### src/rtl/dcache_ctrl.sv
// Data cache controller: serves hits in place, writes back a dirty victim, refills
// the missing line and replays the access between the MEM stage, cache SRAM and data memory.
module dcache_ctrl #(
    parameter int TAG_W  = 23,
    parameter int IDX_W  = 4,
    parameter int LINE_W = 256,
    parameter int WORD_W = 32
) (
    input  logic                clk_i,
    input  logic                rst_i,
    input  logic [31:0]         cpu_addr_i,
    input  logic [WORD_W-1:0]   cpu_data_i,
    input  logic                cpu_MemRead_i,
    input  logic                cpu_MemWrite_i,
    output logic [WORD_W-1:0]   cpu_data_o,
    output logic                cpu_stall_o,
    output logic [IDX_W-1:0]    cache_addr_o,
    output logic [TAG_W+1:0]    cache_tag_o,
    output logic [LINE_W-1:0]   cache_data_o,
    output logic                cache_enable_o,
    output logic                cache_write_o,
    input  logic [TAG_W+1:0]    sram_tag_i,
    input  logic [LINE_W-1:0]   sram_data_i,
    input  logic                sram_hit_i,
    output logic [31:0]         mem_addr_o,
    output logic [LINE_W-1:0]   mem_data_o,
    output logic                mem_enable_o,
    output logic                mem_write_o,
    input  logic [LINE_W-1:0]   mem_data_i,
    input  logic                mem_ack_i
);
    localparam int OFF_W  = $clog2(LINE_W / 8);
    localparam int WSEL_W = $clog2(LINE_W / WORD_W);

    typedef enum logic [2:0] {
        IDLE,
        MISS,
        WRITEBACK,
        ALLOCATE,
        REFILL
    } state_t;

    state_t              state, state_nxt;
    logic [LINE_W-1:0]   victim_line;
    logic [31:0]         victim_addr;
    logic [LINE_W-1:0]   fill_line;

    logic                req;
    logic [TAG_W-1:0]    tag;
    logic [IDX_W-1:0]    idx;
    logic [WSEL_W-1:0]   wsel;
    logic [LINE_W-1:0]   store_line;
    logic                unused_bits;

    logic                stall;
    logic                cache_en;
    logic                cache_wr;
    logic                mem_en;
    logic                mem_wr;

    assign req         = cpu_MemRead_i | cpu_MemWrite_i;
    assign tag         = cpu_addr_i[31 -: TAG_W];
    assign idx         = cpu_addr_i[OFF_W +: IDX_W];
    assign wsel        = cpu_addr_i[OFF_W-1 -: WSEL_W];
    assign unused_bits = ^cpu_addr_i[1:0];

    assign cpu_data_o   = sram_data_i[WORD_W*int'(wsel) +: WORD_W];
    assign cache_addr_o = idx;

    // Store hit: the SRAM line with only the addressed word replaced.
    always_comb begin
        store_line = sram_data_i;
        store_line[WORD_W*int'(wsel) +: WORD_W] = cpu_data_i;
    end

    // NOTE: state and line registers use non-blocking assignments so every
    // flop samples pre-edge values regardless of process ordering.
    always_ff @(posedge clk_i or negedge rst_i) begin
        if (!rst_i) begin
            state       <= IDLE;
            victim_line <= '0;
            victim_addr <= '0;
            fill_line   <= '0;
        end else begin
            state <= state_nxt;
            if (state == MISS) begin
                victim_line <= sram_data_i;
                victim_addr <= {sram_tag_i[TAG_W-1:0], idx, {OFF_W{1'b0}}};
            end
            if (state == ALLOCATE && mem_ack_i) begin
                fill_line <= mem_data_i;
            end
        end
    end

    // NOTE: every output of this block gets a default first, so no path
    // through the case statement can infer a latch.
    always_comb begin
        state_nxt    = state;
        stall        = 1'b1;
        cache_en     = 1'b0;
        cache_wr     = 1'b0;
        cache_tag_o  = {2'b00, tag};
        cache_data_o = store_line;
        mem_en       = 1'b0;
        mem_wr       = 1'b0;
        mem_addr_o   = {tag, idx, {OFF_W{1'b0}}};
        mem_data_o   = victim_line;

        case (state)
            IDLE: begin
                stall    = req & ~sram_hit_i;
                cache_en = req;
                if (req && sram_hit_i && cpu_MemWrite_i) begin
                    cache_wr    = 1'b1;
                    cache_tag_o = {2'b11, tag};
                end
                if (req && !sram_hit_i) begin
                    state_nxt = MISS;
                end
            end
            MISS: begin
                // Keep the SRAM reading so the LRU victim is presented this cycle.
                cache_en  = 1'b1;
                state_nxt = (sram_tag_i[TAG_W+1] & sram_tag_i[TAG_W]) ? WRITEBACK : ALLOCATE;
            end
            WRITEBACK: begin
                mem_en     = 1'b1;
                mem_wr     = 1'b1;
                mem_addr_o = victim_addr;
                if (mem_ack_i) begin
                    state_nxt = ALLOCATE;
                end
            end
            ALLOCATE: begin
                mem_en = 1'b1;
                if (mem_ack_i) begin
                    state_nxt = REFILL;
                end
            end
            REFILL: begin
                cache_en     = 1'b1;
                cache_wr     = 1'b1;
                cache_data_o = fill_line;
                cache_tag_o  = {2'b10, tag};
                state_nxt    = IDLE;
            end
            default: begin
                state_nxt = IDLE;
            end
        endcase
    end

    // Reset must silence the strobes even while IDLE decodes a live request.
    assign cpu_stall_o    = stall & rst_i;
    assign cache_enable_o = cache_en;
    assign cache_write_o  = cache_wr & rst_i;
    assign mem_enable_o   = mem_en & rst_i;
    assign mem_write_o    = mem_wr & rst_i;

endmodule

### config.mk
export PLATFORM = sky130hd
export DESIGN_NAME = dcache_ctrl
export DESIGN_NICKNAME = d
export VERILOG_FILES = /design/src/rtl/dcache_ctrl.sv
export SDC_FILE = /design/constraint.sdc
export NUM_CORES = 1
export LEC_CHECK = 0
export BUFFER_PORTS_ARGS = -buffer_cell sky130_fd_sc_hd__buf_4
export CAP_MARGIN = 20
export CORE_AREA = 2 2 476 478
export CTS_CLUSTER_SIZE = 25
export DETAILED_ROUTE_END_ITERATION = 10
export DIE_AREA = 0 0 478 480
export PLACE_DENSITY = 0.41
export SLEW_MARGIN = 10
export SYNTH_ARGS = -nofsm -noshare
export SYNTH_HDL_FRONTEND = slang
export SYNTH_SLANG_ARGS = --single-unit
### constraint.sdc
create_clock -name clk_i -period 6.8 [get_ports clk_i]
set_input_delay 0.34 -clock clk_i [delete_from_list [all_inputs] [get_ports clk_i]]
set_output_delay 0.34 -clock clk_i [all_outputs]
set_load 0.005 [all_outputs]
== Yosys cells after proc, flatten, opt, wreduce, memory -nomap -nowiden ==
Cells that the tools add are included.

* Register bits: 542
* Output and inout bits: 610
* Input bits: 607
* Logic and storage cells: 48

* $add $sub $neg: 1
* Reductions and logical operators: 9
* Equal/unequal tests: 7
* Muxes and demuxes: 16
* Shifts and indexed selects: 3
* Bitwise operators: 8

{| class="wikitable"
|+ Operators by type and width
! operator !! number
|-
| $bwmux W256 || 1
|-
| $mux W256 || 1
|-
| $shift A32 B33 Y256 const A || 1
|-
| $shiftx A256 B9 Y32 || 1
|-
| $shiftx A32 B33 Y256 || 1
|-
| $pmux W25 S2 || 1
|-
| $neg A8 Y33 || 1
|-
| $mux W32 || 1
|-
| $mux W25 || 1
|-
| $pmux W3 S4 || 1
|-
| $mux W3 || 3
|-
| $and A1 B1 Y1 || 6
|-
| $eq A3 B2 Y1 const B || 2
|-
| $ne A2 B2 Y1 const B || 3
|-
| $mux W1 || 5
|-
| $logic_and A1 B1 Y1 || 4
|-
| $pmux W1 S2 || 2
|-
| $reduce_or A2 Y1 || 2
|-
| $eq A3 B1 Y1 const B || 1
|-
| $eq A3 B3 Y1 const B || 1
|-
| $logic_not A3 Y1 || 1
|-
| $reduce_and A3 Y1 || 1
|-
| $logic_not A1 Y1 || 1
|-
| $not A1 Y1 || 1
|-
| $or A1 B1 Y1 || 1
|}

== Logic depth before layout (Yosys ltp) ==
* Word-level depth: 6
* Gate-level depth with buffers: 11

== Worst setup path after synthesis ==
No wires, ideal clock.

* Path kind: input -> output
* From: in cpu_addr_i[3]
* To: out cache_data_o[158]
* Path slack: 3.553 ns
* Path buffers: 5
* Arrival time: 2.907 ns
* Stages on the path: 11
* Path through: buf_2 > buf_2 > buf_1 > inv_1 > ha_1 > ha_1 > buf_2 > nor4b_1 > clkbuf_1 > nand4b_1 > a31oi_1

* Longest elaborated chain between the ends: 4
* Elaborated cells between the ends (all ways): 5
* Those cells by class: add/sub: 1; shift: 2; mux: 2

{| class="wikitable"
|+ RTL lines
! item !! line !! text
|-
| from (decl) || 11 || <nowiki>input logic [31:0] cpu_addr_i,</nowiki>
|-
| $neg A8 Y33 * || 73 || <nowiki>store_line[WORD_W*int'(wsel) +: WORD_W] = cpu_data_i;</nowiki>
|-
| $shiftx A32 B33 Y256 / $shift A32 B33 Y256 (equally long branches) || 73 ||
|-
| $bwmux W256 * || 73 ||
|-
| $mux W256 * || 110 || <nowiki>case (state)</nowiki>
|-
| to (decl) || 19 || <nowiki>output logic [LINE_W-1:0] cache_data_o,</nowiki>
|}

Every way passes the cells marked *; elsewhere a longest branch is shown, timed or not.

== Worst setup path in the final report ==
* From: reg state[0]
* To: out cache_data_o[211]

* Longest elaborated chain between the ends: 2

{| class="wikitable"
|+ RTL lines
! item !! line !! text
|-
| from (decl) || 43 || <nowiki>state_t state, state_nxt;</nowiki>
|-
| from (signal assigned) || 85 || <nowiki>state <= state_nxt;</nowiki>
|-
| $eq A3 B3 Y1 || 110 ||
|-
| $mux W256 || 110 ||
|}

No other way between the ends.

==> impl_metrics.csv <==
group,metric,value,unit
logic_synthesis,synth_warnings,0,
drt,via_per_inst,4.06,
layout,fin_nets,4477,
placement,port-buffer-count,1209,
power,switchingPower,6.01,mW
clocking,cts-root-buf,"clkbuf_16",
global_route,grt-ovfl-total,0,
layout,stdcell_count,6944,
critical_path,critical_path_class,"reg -> out",
sta,fin_setup_tns,0,ns
power,leakage,20.7,nW
power,peakVddDrop,0.000240,V
die,initial_core_util,0.125,
sta,grt_setup_unrepaired,"no",
run,drv_cap,0,
layout,areaGrowthSynthToFinish,72.4,%
drt,ant_nets,0,
placement,dp_cells,6235,
die,rows,174,
drt,wl_met2,112000,um
power,switching_share,0.344,
sta,setup_viol,0,
run_status,status,"complete, no violations",
drt,drtIter0Drc,2085,
clocking,cts_tree,"built",
power,p_int,11.4,mW
sta,hold_viol,0,
global_route,grt_pass1_wl,287000,um
sta,setup_ws,2.05,ns
sta,worst_slew_pin_slew,1.11,ns
clocking,ctsHtreeMaxLevel,3,
global_route,grt_pass1_vias,29200,
clocking,clock-sinks,542,
drt,dr_total_vias,28200,
critical_path,r2r_cells,4,
critical_path,cp-end-kind,"output port",
critical_path,crit_required,6.46,ns
sta,min_period,4.75,ns
global_route,grt_start_max_net_pins,124,
logic_synthesis,synth_cell_types,43,
layout,n_fill_cell,24400,
die,core_area,224000,um2
placement,place_congestion,0.887,
critical_path,crit_family,"buffers and inverters",
power,p_per_area,360,nW/um2
sta,fmax,211,MHz
drt,wl_per_cell,31.9,um
critical_path,critPathSlowestCell,"nor3b_4",
critical_path,cp_max_fo,76,
clocking,ctsResizeCount,0,
critical_path,crit_path_start_kind,"flop",
drt,wl_met1,81800,um
power,p_clk_frac,0.240,
drt,highest_layer,"met5",
critical_path,r2r-end,"fill_line[150]$_DFFE_PN0P_",
critical_path,crit_path_start,"state[0]$_DFFE_PN0P_",
clocking,clk_path_buf_depth,3,
power,p_comb_frac,0.422,
critical_path,crit_chain,"nor3b_4 > buf_4 > nor4_4 > buf_4 > a221o_1 > buf_4",
sta,layout_worst_path_cycle_share,0.698,
hold_path,hold_class,"in -> reg",
die,io_pins,1217,
clocking,postCtsSetupBuffers,0,
logic_synthesis,syn_inst,2246,
critical_path,cp.arrival,4.41,ns
clocking,ctsHoldBuffers,541,
logic_synthesis,synth-seq-cells,542,
layout,final_util,0.216,
die,die_x,478,um
clocking,insertion_delay,0.70,ns
critical_path,path_depth,6,
sta,maxSlewHeadroom,0.258,
drt,drt-pass1-iter-count,5,
sta,fin_worst_skew,0.0259,ns
critical_path,path_buf_inv,3,
layout,drive_above_1_share,0.517,
logic_synthesis,syn_area,28100,um2
logic_synthesis,synth-seq-area-share,0.483,
critical_path,cp_common_cell,"buf_4",
placement,dp_slack,2.16,ns
sta,drv_slew,0,
logic_synthesis,syn_avg_cell_area,12.5,um2
die,die_h,480,um
drt,dr_wl_met3,15700,um
critical_path,r2r_start,"state[1]$_DFFE_PN0P_",
power,p_seq_frac,0.338,
clocking,clkTransAtPathRegs,0.05,ns
global_route,grt_use_total,0.186,
drt,drc_errors,0,
placement,dp_hpwl,173000,um
global_route,antenna_found_initial,96,
critical_path,cpPeakStageDelay,0.97,ns
drt,wl,221000,um
critical_path,timing.reg2reg.setup_slack,3.81,ns
die,dieArea,229000,um2
critical_path,endpoint,"cache_data_o[211]",
clocking,cts_buffers,78,
==> sequential cells by signal, summed over array words and instances, names as in the netlist <==
name,cells
mem_data_o,256
victim_addr,27
state,3
fill_line,256
==> worst reg2reg max path, cell delays in order (launching register included) <==
cell and delay (ns):
dfrtp_1 0.62, nor2b_1 0.28, and3_4 0.78, buf_12 0.40, mux2_2 0.78
==> worst min-delay path by stage <==
stage,endpoint,cells after the start,start
after floorplan,fill_line[0]$_DFFE_PN0P_,0,rst_i
after global placement,victim_addr[30]$_DFFE_PN0P_,1,rst_i
after detailed placement,victim_addr[30]$_DFFE_PN0P_,1,rst_i
after CTS,state[0]$_DFFE_PN0P_,3,sram_hit_i
after global routing,state[0]$_DFFE_PN0P_,3,sram_tag_i[24]
final,state[0]$_DFFE_PN0P_,3,sram_tag_i[24]
==> per-layer routing <==
metal / global-route usage / up-vias
li1: - / 11700
met1: 0.207 / 14400
met2: 0.333 / 1596
met3: 0.0440 / 379
met4: 0.0876 / 32
met5: 0 / -
==> kinds of logic (layout without fill, tap and decap cells) <==
| family | count (synthesis) | after routing | synth area share |
|---|---|---|---|
| compound gates | 368 | 368 | 0.107 |
| xor+xnor | 1 | 1 | 0.000312 |
| fa+ha+maj | 6 | 6 | 0.00267 |
| buf+inv | 274 | 1944 | 0.0450 |
| flops | 542 | 542 | 0.483 |
| mux | 630 | 630 | 0.278 |
| other cells | 1 | 37 | 0.000134 |
| simple gates | 424 | 424 | 0.0841 |
==> through the flow <==
stage | power [mW] | hold slack, ns | instance area, um2
CTS | 17.7 | 0.0231 | 48400
global route | 18.3 | 0.0805 | 48400
finish | 17.5 | 0.116 | 48400
global placement | 13.0 | 0.374 | 40400
detailed placement | 13.1 | 0.371 | 40400
floorplan | 9.05 | 0.0444 | 28100
==> cells in the final DEF (no fill, tap or decap), types with 3 or more instances in the layout <==
master,netlist,layout
diode_2,0,32
a31oi_1,35,33
nand2_1,97,97
o21ai_0,65,65
clkbuf_16,0,80
nor2_1,67,65
mux2_2,566,566
mux4_2,64,64
and3_1,65,64
ha_1,6,4
and2_1,129,128
clkinv_2,0,8
buf_4,34,1247
conb_1,1,5
nor4_1,6,4
a41oi_1,31,31
a21oi_1,35,34
nor3_1,7,4
o31ai_1,3,3
nand4b_1,33,33
dlygate4sd3_1,0,541
buf_12,0,11
clkbuf_8,0,8
inv_1,5,4
dfrtp_1,542,542
bufinv_16,0,5
clkbuf_1,116,29
a221o_1,191,191
==> area by class of cell <==
cell class,count,area (um2),area share
inverter,5,18.8,0.000388
clock buffer,116,2210,0.0456
sequential,542,13600,0.280
multi-input combinational,1434,13500,0.278
antenna,32,80.1,0.00165
tap,2992,3740,0.0773
timing repair buffer,1803,15100,0.311
clock inverter,20,299,0.00617
==> synthesized netlist by cell type <==
cell type	number	share of area
mux2_2	566	0.23
dfrtp_1	542	0.48
a221o_1	191	0.068
and2_1	129	0.029
clkbuf_1	116	0.016
nand2_1	97	0.013
buf_2	87	0.016
nor2_1	67	0.0090
and3_1	65	0.014
o21ai_0	65	0.012
mux4_2	64	0.051
a21oi_1	35	0.0062
a31oi_1	35	0.0078
buf_4	34	0.0091
nand4b_1	33	0.010
buf_1	32	0.0043
a41oi_1	31	0.0097
nor3_1	7	0.0012
ha_1	6	0.0027
nor4_1	6	0.0013
inv_1	5	0.00067
nor2b_1	3	0.00067
o311ai_1	3	0.00094
o31ai_1	3	0.00080
nand2b_1	2	0.00045
nor4_2	2	0.00089
o31a_1	2	0.00062
or3b_1	2	0.00062
or3b_2	2	0.00062
a211o_1	1	0.00031
a211oi_1	1	0.00027
and4b_1	1	0.00036
conb_1	1	0.00013
nand4bb_1	1	0.00040
nor3b_1	1	0.00027
nor3b_2	1	0.00045
nor4b_1	1	0.00031
o21bai_1	1	0.00027
or2_2	1	0.00022
or3_1	1	0.00022
or4_1	1	0.00027
or4b_1	1	0.00036
xnor2_1	1	0.00031
==> power groups by stage <==
stage | registers, mW | clock network, mW | logic, mW
3_3_place_gp | 5.88 | 0 | 7.09
5_1_grt | 6.11 | 4.46 | 7.77
4_1_cts | 5.90 | 4.37 | 7.47
6_report | 5.90 | 4.19 | 7.36
3_5_place_dp | 5.93 | 0 | 7.14
2_1_floorplan | 5.67 | 0 | 3.39
No activity file was read; power rests on OpenSTA's default activity.
